==> src/rtl/blake2s_pkg.sv <==
// Shared constants for the BLAKE2s message front end.
// Block geometry and the default width of the byte counter t.
package blake2s_pkg;

    localparam int BLOCK_WORDS   = 16;
    localparam int BLOCK_BYTES   = 64;
    localparam int DEF_CNT_WIDTH = 64;

endpackage

==> src/rtl/blake2s_word_mask.sv <==
// Zeroes the bytes of a big-endian message word beyond its valid byte count.
// A non-last word, or a byte count above 4, always counts as a full word.
module blake2s_word_mask (
    input  logic [31:0] data_i,
    input  logic        last_i,
    input  logic [2:0]  bytes_i,
    output logic [31:0] data_o,
    output logic [2:0]  bytes_o
);

    always_comb begin
        bytes_o = 3'd4;
        data_o  = '0;
        if (last_i && (bytes_i < 3'd4)) begin
            bytes_o = bytes_i;
        end
        // Byte lane j sits at [31-8j -: 8]; lane 0 is the first message byte.
        for (int j = 0; j < 4; j++) begin
            if (3'(j) < bytes_o) begin
                data_o[31-8*j -: 8] = data_i[31-8*j -: 8];
            end
        end
    end

endmodule

==> src/rtl/blake2s_block_loader.sv <==
// Packs a 32-bit big-endian word stream into zero-padded 512-bit BLAKE2s blocks.
// A full block is held until the following word shows whether it is the final one.
//
// Handshakes: a word moves on posedge clk when in_valid & in_ready are both 1, and a block
// moves when blk_valid & blk_ready are both 1. in_ready and blk_valid are registered and
// depend on the FSM state only. Once blk_valid is 1, blk_m, blk_final and blk_t hold
// their values until the block handshake.
module blake2s_block_loader
    import blake2s_pkg::*;
#(
    parameter int CNT_WIDTH = DEF_CNT_WIDTH
) (
    input  logic                 clk,
    input  logic                 reset,
    input  logic                 in_valid,
    output logic                 in_ready,
    input  logic [31:0]          in_data,
    input  logic                 in_last,
    input  logic [2:0]           in_bytes,
    output logic                 blk_valid,
    input  logic                 blk_ready,
    output logic [511:0]         blk_m,
    output logic                 blk_final,
    output logic [CNT_WIDTH-1:0] blk_t,
    output logic [1:0]           state_o
);

    typedef enum logic [1:0] {
        S_FILL = 2'd0,
        S_HOLD = 2'd1,
        S_EMIT = 2'd2
    } state_e;

    localparam logic [3:0] LAST_IDX = 4'(BLOCK_WORDS - 1);

    state_e                          state_q, state_d;
    logic [BLOCK_WORDS-1:0][31:0]    buf_q, buf_d;
    logic [3:0]                      idx_q, idx_d;
    logic [CNT_WIDTH-1:0]            t_q, t_d;
    logic                            final_q, final_d;
    logic [31:0]                     carry_q, carry_d;
    logic [2:0]                      carry_bytes_q, carry_bytes_d;
    logic                            carry_valid_q, carry_valid_d;
    logic                            carry_last_q, carry_last_d;
    logic                            in_ready_q;
    logic                            blk_valid_q;

    logic [31:0] m_data;
    logic [2:0]  m_bytes;
    logic        accept;

    blake2s_word_mask u_mask (
        .data_i  (in_data),
        .last_i  (in_last),
        .bytes_i (in_bytes),
        .data_o  (m_data),
        .bytes_o (m_bytes)
    );

    assign accept = in_valid && in_ready_q;

    always_comb begin
        state_d       = state_q;
        buf_d         = buf_q;
        idx_d         = idx_q;
        t_d           = t_q;
        final_d       = final_q;
        carry_d       = carry_q;
        carry_bytes_d = carry_bytes_q;
        carry_valid_d = carry_valid_q;
        carry_last_d  = carry_last_q;

        case (state_q)
            S_FILL: begin
                if (accept) begin
                    // Word k of the block occupies packed slot 15-k, i.e. [511-32k -: 32].
                    buf_d[LAST_IDX - idx_q] = m_data;
                    t_d = t_q + CNT_WIDTH'(m_bytes);
                    if (in_last) begin
                        final_d = 1'b1;
                        state_d = S_EMIT;
                    end else if (idx_q == LAST_IDX) begin
                        state_d = S_HOLD;
                    end else begin
                        idx_d = idx_q + 4'd1;
                    end
                end
            end
            S_HOLD: begin
                if (accept) begin
                    if (in_last && (m_bytes == 3'd0)) begin
                        final_d = 1'b1;
                    end else begin
                        carry_d       = m_data;
                        carry_bytes_d = m_bytes;
                        carry_last_d  = in_last;
                        carry_valid_d = 1'b1;
                        final_d       = 1'b0;
                    end
                    state_d = S_EMIT;
                end
            end
            S_EMIT: begin
                if (blk_valid_q && blk_ready) begin
                    buf_d   = '0;
                    final_d = 1'b0;
                    if (carry_valid_q) begin
                        // The held-back word opens the next block and is counted only now.
                        buf_d[LAST_IDX] = carry_q;
                        t_d             = t_q + CNT_WIDTH'(carry_bytes_q);
                        idx_d           = 4'd1;
                        carry_valid_d   = 1'b0;
                        if (carry_last_q) begin
                            final_d = 1'b1;
                            state_d = S_EMIT;
                        end else begin
                            state_d = S_FILL;
                        end
                    end else begin
                        if (final_q) begin
                            t_d = '0;
                        end
                        idx_d   = 4'd0;
                        state_d = S_FILL;
                    end
                end
            end
            default: begin
                state_d = S_FILL;
            end
        endcase
    end

    always_ff @(posedge clk) begin
        if (reset) begin
            state_q       <= S_FILL;
            buf_q         <= '0;
            idx_q         <= 4'd0;
            t_q           <= '0;
            final_q       <= 1'b0;
            carry_q       <= '0;
            carry_bytes_q <= 3'd0;
            carry_valid_q <= 1'b0;
            carry_last_q  <= 1'b0;
            in_ready_q    <= 1'b0;
            blk_valid_q   <= 1'b0;
        end else begin
            state_q       <= state_d;
            buf_q         <= buf_d;
            idx_q         <= idx_d;
            t_q           <= t_d;
            final_q       <= final_d;
            carry_q       <= carry_d;
            carry_bytes_q <= carry_bytes_d;
            carry_valid_q <= carry_valid_d;
            carry_last_q  <= carry_last_d;
            in_ready_q    <= (state_d != S_EMIT);
            blk_valid_q   <= (state_d == S_EMIT);
        end
    end

    assign in_ready  = in_ready_q;
    assign blk_valid = blk_valid_q;
    assign blk_m     = buf_q;
    assign blk_final = final_q;
    assign blk_t     = t_q;
    assign state_o   = state_q;

endmodule

==> config.mk <==
export PLATFORM = sky130hd
export DESIGN_NAME = blake2s_block_loader
export DESIGN_NICKNAME = d
export VERILOG_FILES = /design/src/rtl/blake2s_pkg.sv /design/src/rtl/blake2s_word_mask.sv /design/src/rtl/blake2s_block_loader.sv
export SDC_FILE = /design/constraint.sdc
export NUM_CORES = 1
export LEC_CHECK = 0
export ABC_AREA = 1
export CAP_MARGIN = 10
export CORE_MARGIN = 5
export CORE_UTILIZATION = 50
export CTS_BUF_LIST = sky130_fd_sc_hd__clkbuf_4 sky130_fd_sc_hd__clkbuf_8 sky130_fd_sc_hd__clkbuf_16
export CTS_CLUSTER_DIAMETER = 40
export DETAILED_ROUTE_END_ITERATION = 12
export PLACE_DENSITY = 0.8
export SLEW_MARGIN = 40
export SYNTH_ARGS = -nofsm -noshare
export SYNTH_HDL_FRONTEND = slang
export SYNTH_SLANG_ARGS = --single-unit
export TNS_END_PERCENT = 10
==> constraint.sdc <==
create_clock -name clk -period 2.75 [get_ports clk]
set_input_delay 0.6875 -clock clk [delete_from_list [all_inputs] [get_ports clk]]
set_output_delay 0.6875 -clock clk [all_outputs]
set_load 0.1 [all_outputs]
==> flow_results.xml <==
<?xml version="1.0" encoding="UTF-8"?>
<metrics>
  <group name="power_and_ir_drop">
    <metric name="power.density_cell_area" unit="mW/mm^2">696.0</metric>
    <metric name="max-vdd-ir-drop" unit="mV">0.6438</metric>
    <metric name="sequential_power_share" unit="">0.368</metric>
    <metric name="share_of_total_power_in_the_clock_network" unit="">0.509</metric>
    <metric name="static-leakage-power" unit="nW">14.94</metric>
    <metric name="comb_power_share" unit="">0.123</metric>
    <metric name="power.switching" unit="mW">7.597</metric>
    <metric name="p_int" unit="mW">17.94</metric>
    <metric name="power.switching_fraction" unit="">0.2974</metric>
  </group>
  <group name="synthesis">
    <metric name="dominant_cell_by_count_in_the_synthesized_netlist" unit="">nand2_1</metric>
    <metric name="syn-mean-instance-area" unit="sq um">6.897</metric>
    <metric name="synth_largest_area_cell" unit="">dfxtp_1</metric>
    <metric name="syn-cell-area" unit="sq mm">0.02651</metric>
    <metric name="post_synth_num_cell_types" unit="">44</metric>
    <metric name="synth_enable_flop_cells" unit="">0</metric>
    <metric name="synth_seq_area_share" unit="">0.4697</metric>
    <metric name="synth.ff_latch_count" unit="">622</metric>
    <metric name="synth_fa_ha_area_frac" unit="">0.007362</metric>
    <metric name="synth-compound-area-share" unit="">0.1667</metric>
    <metric name="syn-num-nets" unit="">3899</metric>
    <metric name="synth.mux.area_fraction" unit="">0</metric>
    <metric name="netlist_top_cells_count" unit="">nand2_1, a21oi_1, dfxtp_1, nor2_1, inv_1</metric>
    <metric name="yosysTopAreaCellShare" unit="">0.4697</metric>
    <metric name="yosysWarningCount" unit="">0</metric>
    <metric name="yosys.area_share.simple" unit="">0.2770</metric>
    <metric name="combinational_family_with_the_most_area_after_synthesis" unit="">simple AND/OR/NAND/NOR gates</metric>
    <metric name="synth_top_cells_by_area" unit="">dfxtp_1, nand2_1, a21oi_1, nor2_1, inv_1</metric>
    <metric name="synth_flop_cell" unit="">dfxtp_1</metric>
    <metric name="async_reset_ff_frac" unit="">0</metric>
    <metric name="yosys.area_share.xor_xnor" unit="">0.002312</metric>
    <metric name="netlist_instances" unit="">3844</metric>
  </group>
  <group name="worst_setup_path">
    <metric name="critical_path.endpoint_type" unit="">flop</metric>
    <metric name="cp_slowest_stage_delay" unit="ns">0.38</metric>
    <metric name="critical_path_peak_fanout" unit="">4</metric>
    <metric name="crit_path_start_kind" unit="">flop</metric>
    <metric name="timing.critical_path.required" unit="ns">3.28</metric>
    <metric name="crit_buf_inv" unit="">3</metric>
    <metric name="cp_slowest_cell" unit="">fa_1</metric>
    <metric name="rrSetupSlack" unit="ns">0.13</metric>
    <metric name="critical-path-top-cell-by-count" unit="">nand2_1</metric>
    <metric name="crit_arrival" unit="ns">3.15</metric>
    <metric name="worst_r2r_path_depth" unit="">15</metric>
    <metric name="crit_family" unit="">simple AND/OR/NAND/NOR gates</metric>
    <metric name="timing.critical_path.cells" unit="">ha_1 &gt; inv_1 &gt; fa_1 &gt; inv_1 &gt; nand2_1 &gt; nand2_1 &gt; nand2_1 &gt; inv_1 &gt; nand2_1 &gt; nor2_2 &gt; nand2_1 &gt; a21oi_1 &gt; nand3_1 &gt; nand2_1 &gt; a21oi_1</metric>
    <metric name="setup.worst_path.class" unit="">flop to flop</metric>
    <metric name="r2r-start" unit="">blk_t[0]</metric>
    <metric name="critical_path.startpoint" unit="">blk_t[0]</metric>
    <metric name="regToRegEndpoint" unit="">blk_t[34]</metric>
  </group>
  <group name="floorplan">
    <metric name="design.portCount" unit="">621</metric>
    <metric name="die_width" unit="microns">240.3</metric>
    <metric name="initial_cell_density_of_the_core" unit="">0.5045</metric>
    <metric name="floorplan.die_area" unit="sq mm">0.05773</metric>
    <metric name="chipHeight" unit="microns">240.3</metric>
    <metric name="core_region_area" unit="sq mm">0.05255</metric>
    <metric name="rows" unit="">84</metric>
  </group>
  <group name="min_path">
    <metric name="hold_path_startpoint" unit="">reset</metric>
    <metric name="min_to" unit="">blk_m[305]</metric>
    <metric name="count_of_cells_along_the_worst_hold_path" unit="">2</metric>
    <metric name="hp-class" unit="">primary input to flop</metric>
  </group>
  <group name="clock_tree">
    <metric name="tritoncts.num_buffers" unit="">97</metric>
    <metric name="cts_tree" unit="">done</metric>
    <metric name="ctsHtreeMaxLevel" unit="">3</metric>
    <metric name="clock-root-buffer" unit="">clkbuf_16</metric>
    <metric name="clock-sinks" unit="">622</metric>
    <metric name="cts.path.max_buffers" unit="">3</metric>
    <metric name="cts.repair_timing.setup_buffer_count" unit="">0</metric>
    <metric name="clk_pin_slew" unit="ns">0.05</metric>
    <metric name="insertion_delay" unit="ns">0.68</metric>
  </group>
  <group name="status">
    <metric name="run_status" unit="">complete, no violations</metric>
  </group>
  <group name="route">
    <metric name="post_drt_via_cell_ratio" unit="">5.621</metric>
    <metric name="drt_first_pass_iters" unit="">6</metric>
    <metric name="via_count" unit="">29630</metric>
    <metric name="route.antenna.remaining_nets" unit="">0</metric>
    <metric name="drc" unit="">0</metric>
    <metric name="routed_wire_length_per_instance" unit="microns">22.02</metric>
    <metric name="first_iter_violations" unit="">3059</metric>
    <metric name="postRouteWirelength" unit="microns">116000</metric>
  </group>
  <group name="global_route">
    <metric name="grtUsageTotal" unit="">0.3802</metric>
    <metric name="global_route_wire_length_before_repair" unit="microns">169400</metric>
    <metric name="vias_in_the_first_global_route" unit="">27860</metric>
    <metric name="pin_count_of_the_biggest_net_entering_global_routing" unit="">137</metric>
    <metric name="gr-total-overflow" unit="">0</metric>
    <metric name="antenna_found_initial" unit="">8</metric>
  </group>
  <group name="sta">
    <metric name="final_period_minus_worst_setup_slack" unit="ns">2.620</metric>
    <metric name="timing.final.max_slew_violations" unit="">0</metric>
    <metric name="rsz0062_at_grt" unit="">yes</metric>
    <metric name="timing_hold_violations_final" unit="">0</metric>
    <metric name="fmax" unit="MHz">381.7</metric>
    <metric name="setup_viol" unit="">0</metric>
    <metric name="setup-tns-final" unit="ns">0</metric>
    <metric name="hold_slack" unit="ns">0.4122</metric>
    <metric name="final.period_utilization" unit="">0.9526</metric>
    <metric name="clock-skew-final" unit="ns">0.03881</metric>
    <metric name="timing_worst_slew_pin_value" unit="ns">0.9557</metric>
    <metric name="layout_setup_ws" unit="ns">0.1303</metric>
    <metric name="worst_slew_margin_rel" unit="">0.3621</metric>
  </group>
  <group name="placement">
    <metric name="place.port_buffers" unit="">620</metric>
    <metric name="gp_routability_congestion" unit="">1.032</metric>
    <metric name="hpwl" unit="microns">80540</metric>
    <metric name="dpl-instance-area" unit="sq mm">0.03314</metric>
    <metric name="place.detailed.instances" unit="">5081</metric>
    <metric name="pre_cts_slack" unit="ns">-0.4965</metric>
  </group>
  <group name="final_layout">
    <metric name="sequential_cell_area" unit="sq mm">0.01246</metric>
    <metric name="nNetsFinal" unit="">4547</metric>
    <metric name="area.growth.synth_to_final" unit="%">38.41</metric>
    <metric name="drive_gt1_frac" unit="">0.2154</metric>
    <metric name="finish.cell_count_without_fillers" unit="">5270</metric>
    <metric name="final_design_area_no_fill" unit="sq mm">0.03670</metric>
    <metric name="num-fill-cells" unit="">4252</metric>
    <metric name="multiInputGateArea" unit="sq mm">0.01205</metric>
  </group>
  <group name="flow_run">
    <metric name="maxCapViolations" unit="">0</metric>
  </group>
</metrics>
-- power groups by stage --
stage	Sequential (mW)	Combinational (mW)	Clock (mW)
after floorplan	10.6	0.930	0
after global placement	9.58	3.07	0
after detailed placement	9.58	3.09	0
after CTS	9.39	3.09	13.0
after global routing	9.41	3.26	13.5
final	9.41	3.13	13.0
-- cell families (layout without fill, tap and decap cells) --
logic type | after synthesis | count (layout)
compound gates | 852 | 852
xor+xnor | 7 | 7
fa+ha+maj | 15 | 15
buf+inv | 495 | 1224
flops | 622 | 622
other cells | 0 | 9
simple gates | 1853 | 1853
-- cells in the final DEF, fill, tap and decap left out, types with 14 or more instances in the layout --
master,synthesis,final
nand2_1,1357,1355
buf_4,27,692
a21oi_1,629,629
dfxtp_1,622,618
nor2_1,269,265
inv_1,230,230
o21ai_0,154,154
nand3_1,147,147
clkbuf_16,0,97
buf_12,0,63
clkdlybuf4s50_1,0,38
nand4_1,37,37
nor3_1,20,20
clkinv_4,0,18
a211oi_1,15,15
inv_2,13,14
a31oi_1,14,14
-- routing by layer --
metal,track usage,share of wire
met3,0.1204,0.11
met2,0.6002,0.46
met4,0.2591,0.084
met1,0.4418,0.35
met5,0,0
-- registers in the layout (all words and copies together), names as in the netlist --
| name | flops |
|---|---|
| blk_final | 1 |
| blk_m | 512 |
| blk_t | 64 |
| blk_valid | 1 |
| carry_q | 32 |
| idx_q | 4 |
| in_ready | 1 |
| carry_last_q | 1 |
| carry_valid_q | 1 |
| carry_bytes_q | 3 |
| state_o | 2 |
-- worst max-delay path by stage --
stage           endpoint  depth (start not counted)
3_3_place_gp   blk_t[57]                         14
6_report       blk_t[34]                         15
2_1_floorplan  blk_t[30]                         15
3_5_place_dp   blk_t[13]                         15
4_1_cts        blk_t[57]                         15
5_1_grt        blk_t[54]                         17
-- area by class of cell --
cell class,count,area share
sequential,622,0.3394
multi-input combinational,2727,0.3283
timing repair buffer,794,0.1867
clock buffer,105,0.06863
clock inverter,75,0.02711
inverter,250,0.02574
tap,688,0.02346
antenna,9,0.0006137
-- through the flow --
stage	total power [mW]	util
after floorplan	11.53	-
after global placement	12.65	0.6307
after detailed placement	12.67	0.6307
after CTS	25.52	0.6975
after global routing	26.19	0.6983
final	25.54	0.6983
-- timing repair --
item / 4_1_cts / 5_1_grt
hold buffers: 0 / 0
resized for setup: 0 / 7
setup endpoints to repair: 0 / 23
Note: power is estimated with default switching activity, not from simulation.
